--- config.mk ---
export PLATFORM = sky130hd
export DESIGN_NAME = cpu_run_ctrl_flat
export DESIGN_NICKNAME = d
export VERILOG_FILES = /design/src/rtl/cpu_run_ctrl_if.sv /design/src/rtl/cpu_run_ctrl.sv /design/src/flat_wrapper.sv
export SDC_FILE = /design/constraint.sdc
export NUM_CORES = 1
export LEC_CHECK = 0
export BUFFER_PORTS_ARGS = -buffer_cell sky130_fd_sc_hd__buf_4
export CAP_MARGIN = 10
export CELL_PAD_IN_SITES_DETAIL_PLACEMENT = 1
export CELL_PAD_IN_SITES_GLOBAL_PLACEMENT = 1
export CORE_MARGIN = 3
export CORE_UTILIZATION = 35
export CTS_CLUSTER_SIZE = 12
export DETAILED_ROUTE_END_ITERATION = 16
export HOLD_SLACK_MARGIN = 0.06
export PLACE_DENSITY_LB_ADDON = 0.1
export SLEW_MARGIN = 20
export SYNTH_ARGS = -nofsm -noshare
export SYNTH_HDL_FRONTEND = slang
export SYNTH_SLANG_ARGS = --single-unit
--- constraint.sdc ---
create_clock -name clk -period 2.1 [get_ports clk]
set_input_delay 0.21 -clock clk [delete_from_list [all_inputs] [get_ports clk]]
set_output_delay 0.21 -clock clk [all_outputs]
set_load 0.01 [all_outputs]
--- src/rtl/cpu_run_ctrl_if.sv ---
// Core-side signals seen by the run controller: fetch PC, data-memory store port,
// and the reset the controller drives back into the core.
interface cpu_run_ctrl_if #(
    parameter int unsigned PC_W = 32
);
    logic [PC_W-1:0] pc_i;
    logic            mem_we_i;
    logic [31:0]     mem_addr_i;
    logic [31:0]     mem_wdata_i;
    logic            cpu_rst_o;

    // master = core side, slave = run controller
    modport master (
        output pc_i, mem_we_i, mem_addr_i, mem_wdata_i,
        input  cpu_rst_o
    );
    modport slave (
        input  pc_i, mem_we_i, mem_addr_i, mem_wdata_i,
        output cpu_rst_o
    );
endinterface

--- src/rtl/cpu_run_ctrl.sv ---
// Run controller for top_cpu: sequences core reset, counts RUN cycles and detects
// end-of-test by magic store, PC self-loop halt or timeout. All outputs registered.
module cpu_run_ctrl #(
    parameter int unsigned RST_CYCLES  = 2,
    parameter int unsigned PC_W        = 32,
    parameter int unsigned CNT_W       = 32,
    parameter int unsigned TIMEOUT     = 100000,
    parameter int unsigned STALL_LIMIT = 4,
    parameter logic [31:0] DONE_ADDR   = 32'h0000_FFFC,
    parameter logic [31:0] PASS_VAL    = 32'h0000_0001
) (
    input  logic             clk,
    input  logic             rst,
    input  logic             start_i,
    cpu_run_ctrl_if.slave    core,
    output logic             running_o,
    output logic             done_o,
    output logic             pass_o,
    output logic             halt_o,
    output logic             timeout_o,
    output logic [CNT_W-1:0] cycles_o
);
    localparam int unsigned RW = $clog2(RST_CYCLES + 1);
    localparam int unsigned SW = $clog2(STALL_LIMIT + 1);

    typedef enum logic [1:0] {IDLE, RESET, RUN, DONE} state_t;

    state_t            state_q, state_d;
    logic [RW-1:0]     rst_cnt_q, rst_cnt_d;
    logic [SW-1:0]     stall_q, stall_d, stall_nxt;
    logic [PC_W-1:0]   pc_prev_q, pc_prev_d;
    logic              first_q, first_d;
    logic [CNT_W-1:0]  cyc_d;
    logic              done_d, pass_d, halt_d, to_d;
    logic              cpu_rst_d, running_d;
    logic              store_hit;

    assign store_hit = core.mem_we_i && (core.mem_addr_i == DONE_ADDR);

    always_ff @(posedge clk or negedge rst) begin
        if (!rst) begin
            state_q        <= IDLE;
            rst_cnt_q      <= '0;
            stall_q        <= '0;
            pc_prev_q      <= '0;
            first_q        <= 1'b0;
            cycles_o       <= '0;
            done_o         <= 1'b0;
            pass_o         <= 1'b0;
            halt_o         <= 1'b0;
            timeout_o      <= 1'b0;
            core.cpu_rst_o <= 1'b1;
            running_o      <= 1'b0;
        end else begin
            state_q        <= state_d;
            rst_cnt_q      <= rst_cnt_d;
            stall_q        <= stall_d;
            pc_prev_q      <= pc_prev_d;
            first_q        <= first_d;
            cycles_o       <= cyc_d;
            done_o         <= done_d;
            pass_o         <= pass_d;
            halt_o         <= halt_d;
            timeout_o      <= to_d;
            core.cpu_rst_o <= cpu_rst_d;
            running_o      <= running_d;
        end
    end

    always_comb begin
        state_d   = state_q;
        rst_cnt_d = rst_cnt_q;
        stall_d   = stall_q;
        pc_prev_d = pc_prev_q;
        first_d   = first_q;
        cyc_d     = cycles_o;
        done_d    = done_o;
        pass_d    = pass_o;
        halt_d    = halt_o;
        to_d      = timeout_o;
        stall_nxt = '0;

        case (state_q)
            IDLE, DONE: begin
                if (start_i) begin
                    state_d   = RESET;
                    rst_cnt_d = RW'(RST_CYCLES);
                    stall_d   = '0;
                    pc_prev_d = '0;
                    first_d   = 1'b1;
                    cyc_d     = '0;
                    done_d    = 1'b0;
                    pass_d    = 1'b0;
                    halt_d    = 1'b0;
                    to_d      = 1'b0;
                end
            end
            RESET: begin
                if (rst_cnt_q <= RW'(1)) state_d = RUN;
                else                     rst_cnt_d = rst_cnt_q - RW'(1);
            end
            RUN: begin
                cyc_d = cycles_o + CNT_W'(1);
                // first RUN cycle only seeds pc_prev; a stale PC from a prior run must not count
                if (!first_q && (core.pc_i == pc_prev_q)) stall_nxt = stall_q + SW'(1);
                stall_d   = stall_nxt;
                pc_prev_d = core.pc_i;
                first_d   = 1'b0;
                // priority: store beats halt beats timeout, so exactly one cause flag is set
                if (store_hit) begin
                    state_d = DONE;
                    done_d  = 1'b1;
                    pass_d  = (core.mem_wdata_i == PASS_VAL);
                end else if (stall_nxt == SW'(STALL_LIMIT)) begin
                    state_d = DONE;
                    done_d  = 1'b1;
                    halt_d  = 1'b1;
                end else if (cyc_d == CNT_W'(TIMEOUT)) begin
                    state_d = DONE;
                    done_d  = 1'b1;
                    to_d    = 1'b1;
                end
            end
            default: state_d = IDLE;
        endcase

        // registered versions track the state being entered so they align with it
        cpu_rst_d = (state_d != RUN);
        running_d = (state_d == RUN);
    end
endmodule

--- src/flat_wrapper.sv ---
// flat-port wrapper written by rule: the top's interface ports become plain ports
module cpu_run_ctrl_flat 
#(
    parameter int unsigned RST_CYCLES  = 2,
    parameter int unsigned PC_W        = 32,
    parameter int unsigned CNT_W       = 32,
    parameter int unsigned TIMEOUT     = 100000,
    parameter int unsigned STALL_LIMIT = 4,
    parameter logic [31:0] DONE_ADDR   = 32'h0000_FFFC,
    parameter logic [31:0] PASS_VAL    = 32'h0000_0001
)
  (clk, rst, start_i, running_o, done_o, pass_o, halt_o, timeout_o, cycles_o, core_pc_i, core_mem_we_i, core_mem_addr_i, core_mem_wdata_i, core_cpu_rst_o);
  cpu_run_ctrl_if #(.PC_W(PC_W)) core_i ();
  input  logic clk;
  input  logic rst;
  input  logic start_i;
  output logic running_o;
  output logic done_o;
  output logic pass_o;
  output logic halt_o;
  output logic timeout_o;
  output logic [CNT_W-1:0] cycles_o;
  input wire logic [$bits(core_i.pc_i)-1:0] core_pc_i;
  input wire logic [$bits(core_i.mem_we_i)-1:0] core_mem_we_i;
  input wire logic [$bits(core_i.mem_addr_i)-1:0] core_mem_addr_i;
  input wire logic [$bits(core_i.mem_wdata_i)-1:0] core_mem_wdata_i;
  output wire logic [$bits(core_i.cpu_rst_o)-1:0] core_cpu_rst_o;
  assign core_i.pc_i = core_pc_i;
  assign core_i.mem_we_i = core_mem_we_i;
  assign core_i.mem_addr_i = core_mem_addr_i;
  assign core_i.mem_wdata_i = core_mem_wdata_i;
  assign core_cpu_rst_o = core_i.cpu_rst_o;
  cpu_run_ctrl #(.RST_CYCLES(RST_CYCLES), .PC_W(PC_W), .CNT_W(CNT_W), .TIMEOUT(TIMEOUT), .STALL_LIMIT(STALL_LIMIT), .DONE_ADDR(DONE_ADDR), .PASS_VAL(PASS_VAL)) u_core (.clk(clk), .rst(rst), .start_i(start_i), .core(core_i), .running_o(running_o), .done_o(done_o), .pass_o(pass_o), .halt_o(halt_o), .timeout_o(timeout_o), .cycles_o(cycles_o));
endmodule
# [Word level (Yosys, flattened, before mapping)]
# Cells that the tools add are included.
[op_classes] addsub=3 magnitude_cmp=1 n_eq_ne=18 mux=31 reduce_logical=13
[op_table] operator="one-hot mux 32 bit (2 select lines)" count=2
[op_table] operator="adder 32 x 1 -> 32 bit, second input constant" count=1
[op_table] operator="equality test 32 x 1 -> 1 bit, second input constant" count=1
[op_table] operator="equality test 32 x 16 -> 1 bit, second input constant" count=1
[op_table] operator="equality test 32 x 17 -> 1 bit, second input constant" count=1
[op_table] operator="equality test 32 bit" count=1
[op_table] operator="two-way mux 32 bit" count=1
[op_table] operator="two-way mux 2 bit" count=7
[op_table] operator="two-way mux 1 bit" count=10
[op_table] operator="!= test 2 bit, second input constant" count=5
[op_table] operator="one-hot mux 1 bit (2 select lines)" count=5
[op_table] operator="two-way mux 3 bit" count=3
[op_table] operator="AND reduction 3 bit" count=3
[op_table] operator="equality test 2 bit, second input constant" count=3
[op_table] operator="!= test 2 x 1 -> 1 bit, second input constant" count=3
[op_table] operator="one-hot mux 2 bit (3 select lines)" count=1
[op_table] operator="one-hot mux 3 bit (2 select lines)" count=1
[op_table] operator="AND reduction 5 bit" count=1
[op_table] operator="!= test 4 x 1 -> 1 bit, second input constant" count=1
[op_table] operator="one-hot mux 2 bit (2 select lines)" count=1
[op_table] operator="AND reduction 4 bit" count=1
[op_table] operator="nonzero test 2 bit" count=2
[op_table] operator="adder 3 x 1 -> 3 bit, second input constant" count=1
[op_table] operator="equality test 3 bit, second input constant" count=1
[op_table] operator="other kinds (8)" count=9
[word_totals] regBits=78 output_inout_bits=38 wordCells=78

# [Logic depth before layout (Yosys ltp)]
[logic_depth] word_depth=9 ltp_mapped=9 ltp_nobuf=8

# [Worst setup path before layout]
# No wires, ideal clock.
[synth_timing] kind="register -> register" start="register u_core.cycles_o[6]" end="register u_core.running_o" setup_ns=0.120 t_arrival_ns=2.242 path_slack_ns=-0.261 stages_incl_launch_ff=9 n_path_buf=1 period_less_slack_ns=2.361 path_cell_list="dfrtp_1 > buf_2 > nand4_4 > or4_4 > nor3_2 > xor2_1 > nor4_2 > nand4_1 > and3_1"
[synth_between] elab_chain_cells=7
[synth_rtl] item="from (decl)" line_no="cpu_run_ctrl.sv:21" rtl="output logic [CNT_W-1:0] cycles_o"
[synth_rtl] item="from (signal assigned)" line_no="cpu_run_ctrl.sv:60" rtl="cycles_o <= cyc_d;"
[synth_rtl] item="adder 32 x 1 -> 32 bit" line_no="cpu_run_ctrl.sv:103" rtl="cyc_d = cycles_o + CNT_W'(1);"
[synth_rtl] item="equality test 32 x 17 -> 1 bit" line_no="cpu_run_ctrl.sv:118" rtl="end else if (cyc_d == CNT_W'(TIMEOUT)) begin"
[synth_rtl] item="two-way mux 2 bit" line_no="cpu_run_ctrl.sv:118"
[synth_rtl] item="two-way mux 2 bit" line_no="cpu_run_ctrl.sv:114" rtl="end else if (stall_nxt == SW'(STALL_LIMIT)) begin"
[synth_rtl] item="two-way mux 2 bit" line_no="cpu_run_ctrl.sv:110" rtl="if (store_hit) begin"
[synth_rtl] item="one-hot mux 2 bit (3 select lines)" line_no="cpu_run_ctrl.sv:83" rtl="case (state_q)"
[synth_rtl] item="equality test 2 bit" line_no="cpu_run_ctrl.sv:129" rtl="running_d = (state_d == RUN);"
[synth_rtl] item="net u_core.running_d" line_no="cpu_run_ctrl.sv:35" rtl="logic cpu_rst_d, running_d;"
[synth_rtl] item="to (signal assigned)" line_no="cpu_run_ctrl.sv:66" rtl="running_o <= running_d;"
[synth_rtl] item="to (decl)" line_no="cpu_run_ctrl.sv:16" rtl="output logic running_o,"
# The timed path passes the listed nets, and every way through them passes these cells.
# A chain may end at the register's enable or synchronous reset.

# [Worst setup path after layout]
[layout_timing] start="register u_core.cycles_o[0]" end="register u_core.running_o"
# Same word-level chain as after synthesis.

==> metrics.json <==
{
  "yosys": {
    "main_flop_type_after_synthesis": "sky130_fd_sc_hd__dfrtp_1",
    "yosysTopAreaCellShare": 0.4099,
    "synth-seq-cells": 78,
    "top_area_cells_in_the_synthesized_netlist": "sky130_fd_sc_hd__dfrtp_1 (41%), sky130_fd_sc_hd__xnor2_1 (6.7%), sky130_fd_sc_hd__a22o_1 (6.3%)",
    "post-synth-top-area-cell": "sky130_fd_sc_hd__dfrtp_1",
    "post_syn_nets": 614,
    "synth.yosys.seq_area_share": 0.4155,
    "yosysUniqueCellTypes": 61,
    "synth_edf_count": 0,
    "synth.avg_cell_area_um2": 9.235,
    "async_set_or_reset_flop_fraction_in_the_synthesized_netlist": 1.000,
    "postSynthCellCount": 509,
    "yosys_warnings": 0,
    "mappedNetlistArea_um2": 4701
  },
  "placement": {
    "gp_congestion": 0.8264,
    "detailedPlacementHpwl_mm": 12.73,
    "area_after_detailed_placement_um2": 6653,
    "place.port_buffers": 137
  },
  "layout": {
    "fin_nets": 831,
    "diodes": 0,
    "final.fill_count": 1473,
    "seqCellArea_um2": 1963,
    "final_core_util": 0.5603,
    "layout-drive-gt1-share": 0.4274,
    "syn_to_final_growth_pct": 53.47,
    "multi_input_area_um2": 2791,
    "finalInstanceArea_um2": 7214
  },
  "sta": {
    "skew_ns": 0.006734,
    "unrepaired_setup_endpoints_after_global_routing": "yes",
    "finalSetupTns_ns": -0.4456,
    "tightest_slew_ns": 0.6941,
    "finalCriticalPeriod_ns": 2.268,
    "period_share": 1.080,
    "final-hold-violation-count": 0,
    "timing_max_transition_violations_final": 0,
    "worst_case_setup_margin_in_the_final_layout_ns": -0.1676,
    "maximum_operating_frequency_ghz": 0.4410,
    "setup_viol": 5,
    "max_slew_margin": 0.5373,
    "finalHoldWorstSlack_ns": 0.09363
  },
  "detailed_routing": {
    "vias_post_dr": 4996,
    "routed_wl_mm": 17.69,
    "remaining_drcs": 0,
    "antenna_left": 0,
    "drt-wirelength-per-cell_um": 19.61,
    "detailedRoute.firstIterationViolations": 260,
    "drt_pre_antenna_iters": 4,
    "vias_per_cell": 5.539
  },
  "floorplan": {
    "number_of_placed_i_o_pins": 138,
    "chipHeight_um": 121.9,
    "die_width_um": 121.9,
    "initial_util": 0.3651,
    "placeableCoreArea_um2": 12880,
    "num_rows": 41,
    "die_area_um2": 14860
  },
  "cts": {
    "numClockSinks": 78,
    "clock_latency_on_the_worst_skew_pair_ns": 0.35,
    "cts_inserted_buffers": 9,
    "cts.clk_slew.worst_paths_ns": 0.07,
    "ctsHtreeMaxLevel": 3,
    "cts_root_buf": "sky130_fd_sc_hd__clkbuf_16",
    "tritoncts": "yes",
    "ctsLongestPathBuffers": 2
  },
  "pwr": {
    "power_leakage_nw": 3.433,
    "irDropWorstVdd_mv": 0.5139,
    "power-per-cell-area_nw_per_um2": 766.3,
    "power_mw": 5.529
  },
  "global_route": {
    "maximum_number_of_pins_on_one_net_before_global_route_repair": 49,
    "grt.total_usage": 0.2397,
    "global_route_wire_length_before_repair_mm": 28.19,
    "vias_in_the_first_global_route": 5468,
    "antenna_found_initial": 0,
    "global_route.overflow_total": 0
  },
  "run_status": {
    "violations": "negative setup slack",
    "status": "finished with violations"
  },
  "critical_path": {
    "timing.critical_path.required_ns": 2.34,
    "worstPathMaxFanout": 6,
    "timing_worst_setup_path_type": "flop to flop",
    "path_cells": "nand4_1, or4_4, nor4b_2, o22ai_1, nor4_2, nand4_1, and3_1",
    "critPathLaunchType": "flop",
    "max_stage_delay_ns": 0.59,
    "slowest_stage": "sky130_fd_sc_hd__or4_4",
    "crit_family": "simple AND/OR/NAND/NOR gates",
    "critPathCaptureType": "flop",
    "cp.buffers_inverters": 0,
    "critPathArrivalTime_ns": 2.51,
    "worst_path_most_repeated_cell": "sky130_fd_sc_hd__nand4_1",
    "timing.critical_path.from": "u_core.cycles_o[0]",
    "regToRegStartpoint": "u_core.cycles_o[0]"
  },
  "min_path": {
    "path_class_of_the_lowest_slack_min_delay_path": "primary input to flop",
    "hold_path_startpoint": "core_pc_i[7]"
  },
  "flow_run": {
    "drv_cap": 0
  }
}
==> cells in the final DEF, fill, tap and decap left out, types with 5 or more instances in the layout <==
master	n
sky130_fd_sc_hd__o31ai_1	13
sky130_fd_sc_hd__dfrtp_1	69
sky130_fd_sc_hd__o41ai_1	5
sky130_fd_sc_hd__a31oi_1	6
sky130_fd_sc_hd__xor2_1	5
sky130_fd_sc_hd__buf_12	6
sky130_fd_sc_hd__nor4_1	9
sky130_fd_sc_hd__and3_1	9
sky130_fd_sc_hd__o21ai_0	42
sky130_fd_sc_hd__inv_1	10
sky130_fd_sc_hd__nor2_1	32
sky130_fd_sc_hd__dfrtp_2	8
sky130_fd_sc_hd__a21oi_1	16
sky130_fd_sc_hd__nand4_1	26
sky130_fd_sc_hd__clkbuf_16	9
sky130_fd_sc_hd__nand3_1	14
sky130_fd_sc_hd__o21ai_1	7
sky130_fd_sc_hd__nor3_1	8
sky130_fd_sc_hd__buf_4	232
sky130_fd_sc_hd__a22o_1	34
sky130_fd_sc_hd__nand2_1	34
sky130_fd_sc_hd__nor4b_1	5
sky130_fd_sc_hd__nand2b_1	5
sky130_fd_sc_hd__xnor2_1	35
==> sequential cells by signal, indices dropped and copies added, names as in the netlist <==
register / flops
u_core.stall_q: 3
u_core.cycles_o: 32
u_core.core.cpu_rst_o: 1
u_core.done_o: 1
u_core.pc_prev_q: 32
u_core.pass_o: 1
u_core.state_q: 2
u_core.first_q: 1
u_core.running_o: 1
u_core.halt_o: 1
u_core.timeout_o: 1
u_core.rst_cnt_q: 2
==> power by group <==
group | internal [mW] | total, mW | switching [mW]
clock network | 1.03 | 1.72 | 0.687
logic | 0.888 | 1.73 | 0.843
registers | 1.82 | 2.08 | 0.258
total | 3.74 | 5.53 | 1.79
==> per-layer routing <==
layer	vias to the layer above	global-route usage	wire length, um
li1	2346	-	-
met4	0	0.08964	413
met2	107	0.4192	9154
met3	28	0.04178	661
met1	2515	0.2956	7455
met5	-	0	0
==> worst register-to-register path, stage by stage, from the launching register on <==
cell,delay [ns]
sky130_fd_sc_hd__dfrtp_2,0.43
sky130_fd_sc_hd__nand4_1,0.15
sky130_fd_sc_hd__or4_4,0.59
sky130_fd_sc_hd__nor4b_2,0.27
sky130_fd_sc_hd__o22ai_1,0.13
sky130_fd_sc_hd__nor4_2,0.23
sky130_fd_sc_hd__nand4_1,0.18
sky130_fd_sc_hd__and3_1,0.19
==> per-stage QoR <==
| step | std cells | worst slack, ns |
|---|---|---|
| global route | 902 | -0.2664 |
| floorplan | 509 | -0.1394 |
| global placement | 883 | -0.1553 |
| CTS | 901 | -0.1490 |
| finish | 902 | -0.1676 |
| detailed placement | 883 | -0.1947 |
==> kinds of logic (layout without fill, tap and decap cells) <==
kind of cell,after synthesis,count (layout),share of synthesized area
buffers and inverters,45,266,0.03966
flip-flops,78,78,0.4155
XOR/XNOR,41,41,0.07639
adder cells (fa/ha/maj),5,5,0.01331
multiplexers,5,5,0.01091
AO/OA/AOI/OAI,146,146,0.2097
AND/OR/NAND/NOR,189,189,0.2345
==> area by class of cell <==
cell class                      instances  share of cell area
Clock buffer                            9             0.03122
Tap cell                              172             0.02983
Sequential cell                        78              0.2721
Inverter                               10            0.005203
Clock inverter                          6             0.01214
Timing Repair Buffer                  241              0.2626
Multi-Input combinational cell        386              0.3869
==> synth_stat cells (10+ instances only) <==
master	number
sky130_fd_sc_hd__nand4_1	26
sky130_fd_sc_hd__nand3_1	16
sky130_fd_sc_hd__clkbuf_1	22
sky130_fd_sc_hd__a21oi_1	17
sky130_fd_sc_hd__xnor2_1	36
sky130_fd_sc_hd__nor3_1	12
sky130_fd_sc_hd__nand2_1	38
sky130_fd_sc_hd__o21ai_0	48
sky130_fd_sc_hd__inv_1	10
sky130_fd_sc_hd__nor4_1	10
sky130_fd_sc_hd__nor2_1	33
sky130_fd_sc_hd__dfrtp_1	77
sky130_fd_sc_hd__o31ai_1	14
sky130_fd_sc_hd__a22o_1	34
==> repair_timing <==
action	CTS	global route
hold buffers	1	0
gates resized for setup	32	25
hold endpoints to repair	46	0
pin swaps	9	9
setup buffers	3	1
setup endpoints to repair	7	11
==> path summary, 6_finish.rpt <==
path,end,slack (ns),cells after the start
worst max-delay path,u_core.running_o,-0.17,7
worst min-delay path,u_core.pc_prev_q[7],0.09,2
worst max register to register,u_core.running_o,-0.17,7
worst min register to register,u_core.stall_q[1],0.51,2
max in group asynchronous,u_core.pc_prev_q[14],1.03,3
min in group asynchronous,u_core.cycles_o[11],0.44,2
Note: power is estimated with default switching activity, not from simulation.
